$ cat config.mk
export PLATFORM = sky130hd
export DESIGN_NAME = iter_mul
export DESIGN_NICKNAME = d
export VERILOG_FILES = /design/src/rtl/iter_mul_pkg.sv /design/src/rtl/iter_mul_datapath.sv /design/src/rtl/iter_mul.sv
export SDC_FILE = /design/constraint.sdc
export NUM_CORES = 1
export LEC_CHECK = 0
export ABC_AREA = 0
export CAP_MARGIN = 20
export CELL_PAD_IN_SITES_DETAIL_PLACEMENT = 1
export CELL_PAD_IN_SITES_GLOBAL_PLACEMENT = 2
export CORE_MARGIN = 2
export CORE_UTILIZATION = 35
export CTS_BUF_LIST = sky130_fd_sc_hd__clkbuf_4
export DETAILED_ROUTE_END_ITERATION = 10
export GPL_TIMING_DRIVEN = 0
export PLACE_DENSITY = 0.95
export SYNTH_ARGS = -nofsm -noshare
export SYNTH_HDL_FRONTEND = slang
export SYNTH_SLANG_ARGS = --single-unit
export TNS_END_PERCENT = 5
$ cat constraint.sdc
create_clock -name clk -period 3.3 [get_ports clk]
set_clock_uncertainty 0.05 [all_clocks]
set_input_delay 0.66 -clock clk [delete_from_list [all_inputs] [get_ports clk]]
set_output_delay 0.66 -clock clk [all_outputs]
set_load 0.01 [all_outputs]
$ cat src/rtl/iter_mul_pkg.sv
// iter_mul_pkg: shared state encoding and default sizing for the iterative multiplier
package iter_mul_pkg;
  localparam int W_DEF = 16;
  localparam int R_DEF = 8;
  typedef enum logic [1:0] {IDLE, CALC, WB_LO, WB_HI} state_e;
endpackage

$ cat src/rtl/iter_mul_datapath.sv
// mul_datapath: shift-add accumulator, operand shifters and step counter
module mul_datapath
  import iter_mul_pkg::*;
#(
  parameter int W = W_DEF
) (
  input  logic           clk,
  input  logic           rst_n,
  input  logic           load_i,
  input  logic           step_i,
  input  logic [W-1:0]   a_i,
  input  logic [W-1:0]   b_i,
  output logic           last_o,
  output logic [2*W-1:0] prod_o
);
  localparam int CW = (W > 1) ? $clog2(W) : 1;
  logic [2*W-1:0] acc_q, acc_d, mc_q, mc_d;
  logic [W-1:0]   mp_q, mp_d;
  logic [CW-1:0]  cnt_q, cnt_d;
  always_comb begin
    acc_d = acc_q;
    mc_d  = mc_q;
    mp_d  = mp_q;
    cnt_d = cnt_q;
    if (load_i) begin
      acc_d = '0;
      mc_d  = {{W{1'b0}}, a_i};
      mp_d  = b_i;
      cnt_d = '0;
    end else if (step_i) begin
      acc_d = acc_q + (mp_q[0] ? mc_q : '0);
      mc_d  = mc_q << 1;
      mp_d  = mp_q >> 1;
      cnt_d = cnt_q + CW'(1);
    end
  end
  always_ff @(posedge clk) begin
    if (!rst_n) begin
      acc_q <= '0;
      mc_q  <= '0;
      mp_q  <= '0;
      cnt_q <= '0;
    end else begin
      acc_q <= acc_d;
      mc_q  <= mc_d;
      mp_q  <= mp_d;
      cnt_q <= cnt_d;
    end
  end
  assign last_o = cnt_q == CW'(W - 1);
  assign prod_o = acc_q;
endmodule

$ cat src/rtl/iter_mul.sv
// iter_mul: W-cycle unsigned multiplier writing low/high product halves to a register file
module iter_mul
  import iter_mul_pkg::*;
#(
  parameter int W = W_DEF,
  parameter int R = R_DEF,
  localparam int AW = (R > 1) ? $clog2(R) : 1
) (
  input  logic          clk,
  input  logic          rst_n,
  input  logic          start_i,
  input  logic [W-1:0]  a_i,
  input  logic [W-1:0]  b_i,
  input  logic [AW-1:0] dst_i,
  input  logic          hi_en_i,
  output logic          busy_o,
  output logic          wen_o,
  output logic [AW-1:0] wa_o,
  output logic [W-1:0]  wd_o,
  output logic          done_o
);
  state_e          state_q, state_d;
  logic [AW-1:0]   dst_q, dst_d, dst_hi;
  logic            hi_q, hi_d, load, step, last;
  logic [2*W-1:0]  prod;
  mul_datapath #(.W(W)) u_dp (
    .clk    (clk),
    .rst_n  (rst_n),
    .load_i (load),
    .step_i (step),
    .a_i    (a_i),
    .b_i    (b_i),
    .last_o (last),
    .prod_o (prod)
  );
  // explicit wrap so non-power-of-two register counts still land on 0
  assign dst_hi = (dst_q == AW'(R - 1)) ? '0 : dst_q + AW'(1);
  always_comb begin
    state_d = state_q;
    dst_d   = dst_q;
    hi_d    = hi_q;
    load    = 1'b0;
    step    = 1'b0;
    wen_o   = 1'b0;
    wa_o    = '0;
    wd_o    = '0;
    done_o  = 1'b0;
    case (state_q)
      IDLE: if (start_i) begin
        load    = 1'b1;
        dst_d   = dst_i;
        hi_d    = hi_en_i;
        state_d = CALC;
      end
      CALC: begin
        step    = 1'b1;
        state_d = last ? WB_LO : CALC;
      end
      WB_LO: begin
        wen_o   = 1'b1;
        wa_o    = dst_q;
        wd_o    = prod[W-1:0];
        done_o  = !hi_q;
        state_d = hi_q ? WB_HI : IDLE;
      end
      WB_HI: begin
        wen_o   = 1'b1;
        wa_o    = dst_hi;
        wd_o    = prod[2*W-1:W];
        done_o  = 1'b1;
        state_d = IDLE;
      end
      default: state_d = IDLE;
    endcase
  end
  always_ff @(posedge clk) begin
    if (!rst_n) begin
      state_q <= IDLE;
      dst_q   <= '0;
      hi_q    <= 1'b0;
    end else begin
      state_q <= state_d;
      dst_q   <= dst_d;
      hi_q    <= hi_d;
    end
  end
  assign busy_o = state_q != IDLE;
endmodule

==> Implementation_results.wiki <==
{| class="wikitable"
! Metric !! Value
|-
| Combinational cell fraction of total power || 13.3%
|-
| First-pass GRT wire length || 29,900 um
|-
| Number of synthesized register bits || 90
|-
| Start-to-end type of the worst setup path || reg -> reg
|-
| Top-level I/O count || 61
|-
| Hold Vio Cnt, Final || 0
|-
| Reg2reg end || u_dp.prod_o[31]
|-
| Leakage Power || between 0.002 and 0.003 uW
|-
| Pin count of the biggest net entering global routing || 15
|-
| Avg Synthesized Cell Area || ~8 sq um
|-
| Max Freq || 318 MHz
|-
| Floorplan core area || 0.0159 sq mm
|-
| Hold Path Cell Cnt || 2
|-
| Class of the tightest hold or removal check || reg -> reg
|-
| Number of pins with negative max-slew slack in the final report || 0
|-
| Clock Pin Slew Worst Setup and Hold Paths || 0.15 ns
|-
| Crit-path slowest cell || dfxtp_2
|-
| Residual overflow from global routing || 0
|-
| Terminating pin of the worst hold path || u_dp.mp_q[4]
|-
| Post-layout worst setup margin || around 0.16 ns
|-
| Worst slack at placement || -0.246 ns
|-
| Predominant post-synthesis flop cell || dfxtp_1
|-
| Critical path arrival || 3.53 ns
|-
| GRT Total Usage || 21.6%
|-
| Number of library cell types mapped by synthesis || 57
|-
| Post-layout minimum cycle time || 3.14 ns
|-
| Yosys warning count || 0
|-
| CTS Root Cell || clkbuf_4
|-
| Switching component of the power || 614 uW
|-
| Run status || complete, no violations
|-
| Routed Wire Length || 18,600 um
|-
| Buffers and inverters on the worst path || 1
|-
| Seq/Total Area, Yosys || about a third
|-
| Worst-case vdd ir drop || between 0.15 and 0.2 mV
|-
| Y dimension of the die || 132 um
|-
| Vias || 5,541
|-
| Setup Viol. Count Final || 0
|-
| Routed length per placed instance || around 18 um
|-
| Number of levels in the clock H-tree || 3
|-
| Area of the die || 0.0174 sq mm
|-
| Width of the die || 132 um
|-
| Internal portion of total power || 1470 uW
|-
| Count of maximum capacitance violations || 0
|-
| Switching Share || between 20% and 30%
|-
| Critical-path maximum fanout || 10
|-
| Endpoint class of the critical path || flop
|-
| Endpoint required time on the critical path || 3.68 ns
|-
| Share of the clock period used by the worst path || between 90% and 100%
|-
| Share of total power in sequential cells || a little under three fifths
|-
| HPWL Detailed || 14,300 um
|-
| Clock buffers created by TritonCTS || 9
|-
| Slew margin rel. || 51.2%
|-
| Post-Syn Area || 0.00573 sq mm
|-
| Origin of the worst setup path || u_dp.mp_q[0]
|-
| Final-stage net count || 875
|-
| Placer's final routability congestion estimate || 0.889
|-
| Std cell rows || 46
|-
| Total Neg Setup Slack || 0 ns
|-
| Effective utilization at floorplan || between 30% and 40%
|-
| Number of cells traversed by the worst register-to-register path || 11
|-
| Delay of the slowest cell on the worst path || about 0.39 ns
|-
| Number of vias per cell || 5.43
|-
| Source-to-sink clock delay at the later pin of the worst-skew pair || around 0.5 ns
|-
| Vias in the first global route || 5,637
|-
| Number of port buffers || 60
|-
| Setup repair after global routing missed its margin || true
|-
| Post-detailed-route count of antenna-violating nets || 0
|-
| Syn Nets || around 800
|-
| Final hold slack || 0.414 ns
|-
| Transition time at the pin with the least slew margin || 0.732 ns
|-
| Power density of the placed cells || slightly above 300 mW/mm^2
|-
| Register-to-Register Setup Slack || 0.16 ns
|-
| Crit Reg-Reg Startpoint || u_dp.mp_q[0]
|-
| Area Overhead vs Synth || 18.3%
|-
| Maximum buffer depth of the clock tree || 2
|-
| Clock Sink Count || 90
|-
| DRC || 0
|-
| Detailed Route Iter0 Violations || 335
|-
| Number of inserted diodes || 0
|-
| Hold path startpoint || u_dp.mp_q[4]
|-
| Proportion of layout cells with a drive suffix above 1 || about 4.8%
|-
| Cell count after synthesis || 732
|-
| Cells along the critical path || clkbuf_2 > and2_1 > ha_1 > and3_1 > and3_1 > or3_1 > o21ai_2 > a21oi_1 > o221ai_1 > mux2i_1 > mux2i_1
|-
| CTS tree || yes
|-
| Total iterations of the first detailed-routing run || 4
|-
| Async SR Flop Fraction || 0%
|-
| Clock network fraction of design power || 31.6%
|-
| Initial antenna violation count || 0
|-
| Setup fix buffers added after clock tree synthesis || 0
|-
| EDFF count, synth || 0
|-
| Cell class contributing the biggest share of worst-path delay || simple AND/OR/NAND/NOR gates
|-
| Crit path launch type || flop
|}
-- registers in the layout, indices dropped and copies added, names as in the netlist --
signal       count
dst_q            3
u_dp.mp_q       16
u_dp.cnt_q       4
u_dp.mc_q       32
state_q          2
u_dp.prod_o     32
hi_q             1
-- layer usage --
metal  part of all wire [%]  global-route usage (%)  routed length (um)  vias up
met5                      0                       0                   0        -
met4                    1.6                    5.92                 297        0
met3                    3.3                    3.08                 615       22
met2                     48                    36.8                8940      102
met1                     47                    28.4                8750     2697
li1                       -                       -                   -     2720
-- layout by cell type, fill, tap and decap left out, types with 4 or more instances in the layout --
cell               n
nand2_1          133
dfxtp_1           89
a21oi_1           63
clkdlybuf4s50_1   60
and2_1            37
clkbuf_1          36
ha_1              34
a21boi_1          31
a22oi_1           30
nor2_1            29
nor2b_1           25
mux2i_1           22
nand3_1           20
a21o_1            16
xnor2_1           16
nor3_1            12
o21ai_1           10
clkbuf_4          10
o21ai_0            9
a31oi_1            8
or3_1              8
nand4_1            8
inv_1              7
xor2_1             7
o21a_1             6
a21boi_0           6
and3_1             5
a211oi_1           5
nand2b_1           4
o211ai_1           4
-- worst register-to-register path, delay by kind of cell (launching register included) --
family	cells	cell delay (ns)
multiplexers	2	0.46
AND/OR/NAND/NOR	4	0.96
adder cells (fa/ha/maj)	1	0.35
flip-flops	1	0.39
buffers and inverters	1	0.19
AO/OA/AOI/OAI	3	0.71
-- what timing repair did --
action                                  4_1_cts  5_1_grt
pin swaps                                     0        1
endpoints found under the setup margin       28       16
gates resized for setup                       8       11
hold buffers                                  0        0
-- power groups by stage --
stage | Combinational, uW | Clock, uW | Sequential, uW
after floorplan | 162 | 0 | 1160
after global placement | 272 | 0 | 1170
after detailed placement | 277 | 0 | 1170
after CTS | 278 | 668 | 1150
after global routing | 306 | 707 | 1150
final | 277 | 658 | 1150
-- logic make-up after synthesis --
family	count (synthesis)	synth area share [%]
AOI/OAI and AO/OA	214	25.0
xor gates and xnor gates	23	3.52
adders and majority gates	35	7.78
buffers and inverters	56	3.82
DFF	90	31.5
muxes	24	4.24
and+or+nand+nor	290	24.2
-- through the flow --
step	instance area [sq um]	power, uW	cells	utilization [%]
4_1_cts	6760	2090	1023	42.4
2_1_floorplan	5730	1320	732	-
3_5_place_dp	6600	1450	1008	41.4
3_3_place_gp	6600	1440	1008	41.4
5_1_grt	6780	2160	1021	42.5
6_report	6780	2080	1021	42.5
-- cells in the mapped netlist (8+ instances only) --
cell      instances  area, sq um
nand2_1         133          499
dfxtp_1          90         1800
a21oi_1          65          325
clkbuf_1         41          154
and2_1           37          231
ha_1             34          425
a21boi_1         31          233
a22oi_1          30          225
nor2_1           29          109
nor2b_1          25          156
mux2i_1          22          220
nand3_1          20          100
a21o_1           16          120
xnor2_1          16          140
nor3_1           12         60.1
o21ai_1          10         50.1
o21ai_0           9         45.0
a31oi_1           8         50.1
nand4_1           8         50.1
or3_1             8         50.1
-- area by class of cell --
cell class	count	area [sq um]
multi-input combinational	586	3750
timing repair buffer	60	601
clock inverter	5	56.3
inverter	8	30.0
buffer	46	188
tap	216	270
fill	1980	9170
clock buffer	10	75.1
sequential	90	1800
-- worst max-delay path by stage --
stage | to | cells past startpoint
6_report | u_dp.prod_o[31] | 11
5_1_grt | u_dp.prod_o[28] | 12
4_1_cts | u_dp.prod_o[30] | 12
3_5_place_dp | u_dp.prod_o[28] | 12
3_3_place_gp | u_dp.prod_o[28] | 12
2_1_floorplan | u_dp.prod_o[30] | 12
No activity file was read; power rests on OpenSTA's default activity.
